File: config.mk
export PLATFORM = sky130hd
export DESIGN_NAME = repeated_sub_divider
export DESIGN_NICKNAME = d
export VERILOG_FILES = /design/src/rtl/repeated_sub_divider_pkg.sv /design/src/rtl/repeated_sub_divider_div_datapath.sv /design/src/rtl/repeated_sub_divider.sv
export SDC_FILE = /design/constraint.sdc
export NUM_CORES = 1
export LEC_CHECK = 0
export ABC_AREA = 1
export BUFFER_PORTS_ARGS = -buffer_cell sky130_fd_sc_hd__buf_2
export CORE_AREA = 5 5 98 100
export DETAILED_ROUTE_END_ITERATION = 7
export DIE_AREA = 0 0 103 105
export PLACE_DENSITY_LB_ADDON = 0.3
export SLEW_MARGIN = 20
export SYNTH_ARGS = -nofsm -noshare
export SYNTH_HDL_FRONTEND = slang
export SYNTH_SLANG_ARGS = --single-unit
File: constraint.sdc
create_clock -name clk -period 2.01 [get_ports clk]
set_clock_uncertainty 0.2 [all_clocks]
set_input_delay 0.201 -clock clk [delete_from_list [all_inputs] [get_ports clk]]
set_output_delay 0.201 -clock clk [all_outputs]
set_load 0.02 [all_outputs]
File: src/rtl/repeated_sub_divider_pkg.sv
// Shared types and constants for the repeated-subtraction divider.
package repeated_sub_divider_pkg;

    localparam int DIV_WIDTH = 16;

    typedef enum logic [1:0] {
        IDLE   = 2'd0,
        LOAD_B = 2'd1,
        CALC   = 2'd2,
        DONE   = 2'd3
    } div_state_t;

endpackage : repeated_sub_divider_pkg

File: src/rtl/repeated_sub_divider_div_datapath.sv
// Divider datapath: the remainder, divisor and quotient registers, plus the
// comparator, subtractor and zero-detect that the control FSM needs.
module div_datapath
    import repeated_sub_divider_pkg::*;
#(
    parameter int WIDTH = DIV_WIDTH
) (
    input  logic             clk,
    input  logic             rst,
    input  logic             load_a,    // capture dividend into remainder, clear quotient
    input  logic             load_b,    // capture divisor
    input  logic             sub_en,    // remainder <= remainder - divisor
    input  logic             inc_en,    // quotient <= quotient + 1
    input  logic             sat_en,    // quotient <= all-ones (divide by zero)
    input  logic [WIDTH-1:0] data_in,
    output logic [WIDTH-1:0] quotient,
    output logic [WIDTH-1:0] remainder,
    output logic             ge,        // remainder >= divisor
    output logic             dz         // divisor == 0
);

    logic [WIDTH-1:0] remainder_q, remainder_d;
    logic [WIDTH-1:0] divisor_q,   divisor_d;
    logic [WIDTH-1:0] quotient_q,  quotient_d;

    // Status seen by the FSM; both come straight from registers.
    always_comb begin
        ge = (remainder_q >= divisor_q);
        dz = (divisor_q == '0);
    end

    // Next-value selection for the three working registers.
    always_comb begin
        remainder_d = remainder_q;
        divisor_d   = divisor_q;
        quotient_d  = quotient_q;
        if (load_a) begin
            remainder_d = data_in;
            quotient_d  = '0;
        end
        if (load_b) begin
            divisor_d = data_in;
        end
        // The FSM only asserts sub_en when ge is true, so this never wraps.
        if (sub_en) begin
            remainder_d = remainder_q - divisor_q;
        end
        if (inc_en) begin
            quotient_d = quotient_q + 1'b1;
        end
        if (sat_en) begin
            quotient_d = '1;
        end
    end

    // Register update with synchronous reset.
    always_ff @(posedge clk) begin
        if (rst) begin
            remainder_q <= '0;
            divisor_q   <= '0;
            quotient_q  <= '0;
        end else begin
            remainder_q <= remainder_d;
            divisor_q   <= divisor_d;
            quotient_q  <= quotient_d;
        end
    end

    assign quotient  = quotient_q;
    assign remainder = remainder_q;

endmodule : div_datapath

File: src/rtl/repeated_sub_divider.sv
// Unsigned divider by repeated subtraction. Dividend and divisor arrive on
// consecutive cycles over data_in; one subtraction is attempted per cycle.
module repeated_sub_divider
    import repeated_sub_divider_pkg::*;
#(
    parameter int WIDTH = DIV_WIDTH
) (
    input  logic             clk,
    input  logic             rst,
    input  logic             start,
    input  logic [WIDTH-1:0] data_in,
    output logic [WIDTH-1:0] quotient,
    output logic [WIDTH-1:0] remainder,
    output logic             busy,
    output logic             done,
    output logic             dbz
);

    div_state_t state_q, state_d;
    logic       dbz_q, dbz_d;

    logic load_a, load_b, sub_en, inc_en, sat_en;
    logic ge, dz;
    logic accept;

    // A new operation can only be accepted from IDLE or DONE.
    assign accept = start && ((state_q == IDLE) || (state_q == DONE));

    div_datapath #(
        .WIDTH (WIDTH)
    ) u_datapath (
        .clk       (clk),
        .rst       (rst),
        .load_a    (load_a),
        .load_b    (load_b),
        .sub_en    (sub_en),
        .inc_en    (inc_en),
        .sat_en    (sat_en),
        .data_in   (data_in),
        .quotient  (quotient),
        .remainder (remainder),
        .ge        (ge),
        .dz        (dz)
    );

    // State and divide-by-zero flag registers.
    always_ff @(posedge clk) begin
        if (rst) begin
            state_q <= IDLE;
            dbz_q   <= 1'b0;
        end else begin
            state_q <= state_d;
            dbz_q   <= dbz_d;
        end
    end

    // Next-state logic; any unexpected encoding falls back to IDLE.
    always_comb begin
        state_d = IDLE;
        case (state_q)
            IDLE:    state_d = start ? LOAD_B : IDLE;
            LOAD_B:  state_d = CALC;
            CALC: begin
                if (dz)      state_d = DONE;
                else if (ge) state_d = CALC;
                else         state_d = DONE;
            end
            DONE:    state_d = start ? LOAD_B : DONE;
            default: state_d = IDLE;
        endcase
    end

    // Output and datapath strobe decode from the registered state.
    always_comb begin
        load_a = accept;
        load_b = (state_q == LOAD_B);
        sub_en = (state_q == CALC) && !dz && ge;
        inc_en = sub_en;
        sat_en = (state_q == CALC) && dz;
        busy   = (state_q == LOAD_B) || (state_q == CALC);
        done   = (state_q == DONE);
    end

    // dbz is cleared by an accepted start and set when CALC sees a zero divisor.
    always_comb begin
        dbz_d = dbz_q;
        if (accept) dbz_d = 1'b0;
        if (sat_en) dbz_d = 1'b1;
    end

    assign dbz = dbz_q;

endmodule : repeated_sub_divider

==> metrics <==
run status complete, but fails checks; failing checks hold timing, setup timing; Rel. slew slack 73.0%; CTS tree yes; Synth Flop Type dfxtp_1; routed vias approximately 4500; worst slew pin tran 0.404 ns; Yosys cell types 30; r2r worst-path depth 15; syn nets 650; Antenna Nets Post-Route 0; Post-synth EDFFs 0; gr ovfl total 0; standard-cell rows 34; number of global-route vias before repair approximately 4400; Yosys top cell area share a little over a quarter; drt first pass iters 5; DIE AREA between 10000 and 15000 sq um; MaxCap Viol Count 0; setup tns final -8.75 ns; worst r2r src u_datapath.remainder[0]; CP Data Arrival Time 2.35 ns; gp weighted congestion 0.914; worst hold path startpoint data_in[9]; Initial Util 43.8%; Final Hold Viols 2; met2 wire len 6.02 mm; Multi-input gate area 2500 sq um; IR drop worst, VDD 0.791 mV; Worst-path clk slew around 0.12 ns; fin nets approximately 810; pwr dens 1500 nW/um^2; Core Footprint 8590 sq um; number of remaining DRC errors 0; Diodes inserted 0; IO Port Bufs 53; CTS HTree Levels 2; Post-synth top cells 182 x nand2_1, 89 x inv_1, 72 x nand3_1, 51 x a21oi_1, 51 x dfxtp_1; final-report max-slew violation count 0; P_leak 2.85 nW; Max Freq roughly 0.43 GHz; Core Util, Final 63.8%; Async S/R FF share, synth 0%; endpoints failing setup 32; first-pass GRT wire length roughly 21 mm; Inserted Clock Buffers 5; synthesized cell area approximately 3800 sq um; clk_lat worst skew 0.33 ns; Yosys warning count 0; layout cells sized above 1 30.6%; Die Ht 105 microns; pin count of the biggest net entering global routing 30; Met3 Wirelength ~750 microns; Worst Setup EP u_datapath.remainder[15]; area delta synth->final 45.7%; DRT iter0 DRCs about 170; root buffer cell clkbuf_8; fill count 786; register area roughly 1000 sq um; leading area contributor after synthesis dfxtp_1; CP Capture Type register; Final Power around 8.2 mW; Critical R2R Capture u_datapath.remainder[15]; worst setup path start u_datapath.remainder[0]; Clock Tree Buf Depth 2; kind of critical path register to register; sequential share of the synthesized area between 20% and 30%; initial antenna violation count 0; Cells after Synth 609; final setup margin -0.343 ns; clock tree sinks 51; Critical Path RT 2.00 ns; met1 WL 5.26 mm; hpwl dp 8.39 mm; GRT Resource Usage Total 23.2%; critical path launch point type register; Mapped Avg Cell Area 6.18 sq um; Period minus WS final roughly 2.4 ns; R2R setup slack -0.34 ns; WL/cell around 14 microns; drt via density 5.15; register bit total from synthesis 51; CP max FO 9; fraction of the cycle the final worst path needs 117%; total wire length between 10 and 15 mm; count leader, synth nand2_1; Die W 103 microns; hold slack -0.00604 ns; Ports 54; top cells by area, synth dfxtp_1 27%, nand2_1 18%, nand3_1 9.6%; RSZ-0062 raised after global routing true; HP Class primary input to register; top sig layer met4
==> worst min-delay path by stage <==
stage	endpoint	slack [ns]	cells past startpoint
6_report	u_datapath.divisor_q[9]	-0.006	3
5_1_grt	u_datapath.divisor_q[7]	0.03	3
4_1_cts	u_datapath.divisor_q[9]	0.002	3
3_5_place_dp	dbz	0.26	2
3_3_place_gp	dbz	0.25	2
2_1_floorplan	u_datapath.divisor_q[0]	0.15	2
==> sequential cells by signal, summed over array words and instances (netlist names) <==
| name | count |
|---|---|
| u_datapath.quotient | 16 |
| dbz | 1 |
| u_datapath.divisor_q | 16 |
| u_datapath.remainder | 16 |
| state_q | 2 |
==> power by group <==
group          switching, mW  total (mW)  internal [mW]
Combinational           3.33        6.20           2.87
Clock                  0.406       0.666          0.259
Sequential             0.134        1.35           1.22
==> area by class of cell <==
class	instances	share of cell area (%)
Timing Repair Buffer	169	24.8
Sequential cell	51	18.7
Clock inverter	3	0.525
Inverter	94	6.55
Clock buffer	5	1.26
Tap cell	108	2.47
Multi-Input combinational cell	443	45.7
==> routing by layer <==
layer / GRT usage, % / up-vias
li1: - / 2248
met1: 29.5 / 2085
met2: 40.0 / 130
met3: 3.20 / 31
met4: 7.03 / 0
met5: 0 / -
==> kinds of logic after synthesis <==
family                     synth area share, %
DFF                                       27.1
xor gates and xnor gates                  4.19
adders and majority gates                 7.52
AOI/OAI and AO/OA                         10.5
buffers and inverters                     12.4
and+or+nand+nor                           38.2
==> metrics by stage <==
stage	std cells	worst slack (ns)	cell area [sq um]	hold WS [ns]
after global routing	873	-0.465	5480	0.0311
after CTS	870	-0.248	5410	0.00162
after floorplan	609	-0.210	3800	0.154
final	873	-0.343	5480	-0.00604
after global placement	837	-0.242	4790	0.255
after detailed placement	837	-0.286	4790	0.257
==> critical path, stage by stage (launching register included) <==
cell	delay [ns]
dfxtp_4	0.38
inv_4	0.04
ha_4	0.15
fa_2	0.34
inv_2	0.07
nand2_2	0.05
nand2_2	0.07
nand3_2	0.07
nand3_2	0.10
nand2_4	0.06
buf_4	0.15
a21oi_2	0.16
buf_6	0.17
nand2_1	0.08
nand2_1	0.08
a21oi_2	0.05
==> what timing repair did <==
item,CTS,global route
hold buffers,10,0
gates cloned,5,1
gates resized for setup,50,10
endpoints found under the setup margin,32,34
endpoints found under the hold margin,10,0
setup buffers,12,2
pin swaps,24,5
==> cells in the final DEF, fill, tap and decap left out, types with 10 or more instances in the layout <==
master,netlist,final
dfxtp_1,51,50
nor2_1,39,39
dlygate4sd3_1,0,10
buf_2,3,53
a21oi_1,51,45
buf_4,0,90
o21ai_0,18,18
xor2_1,11,11
nand3_1,72,46
nand4_1,11,11
ha_1,21,20
nand3_2,3,29
nand2_1,182,169
nand2_2,4,13
inv_1,89,87
Power figures use the tool's default switching activity.
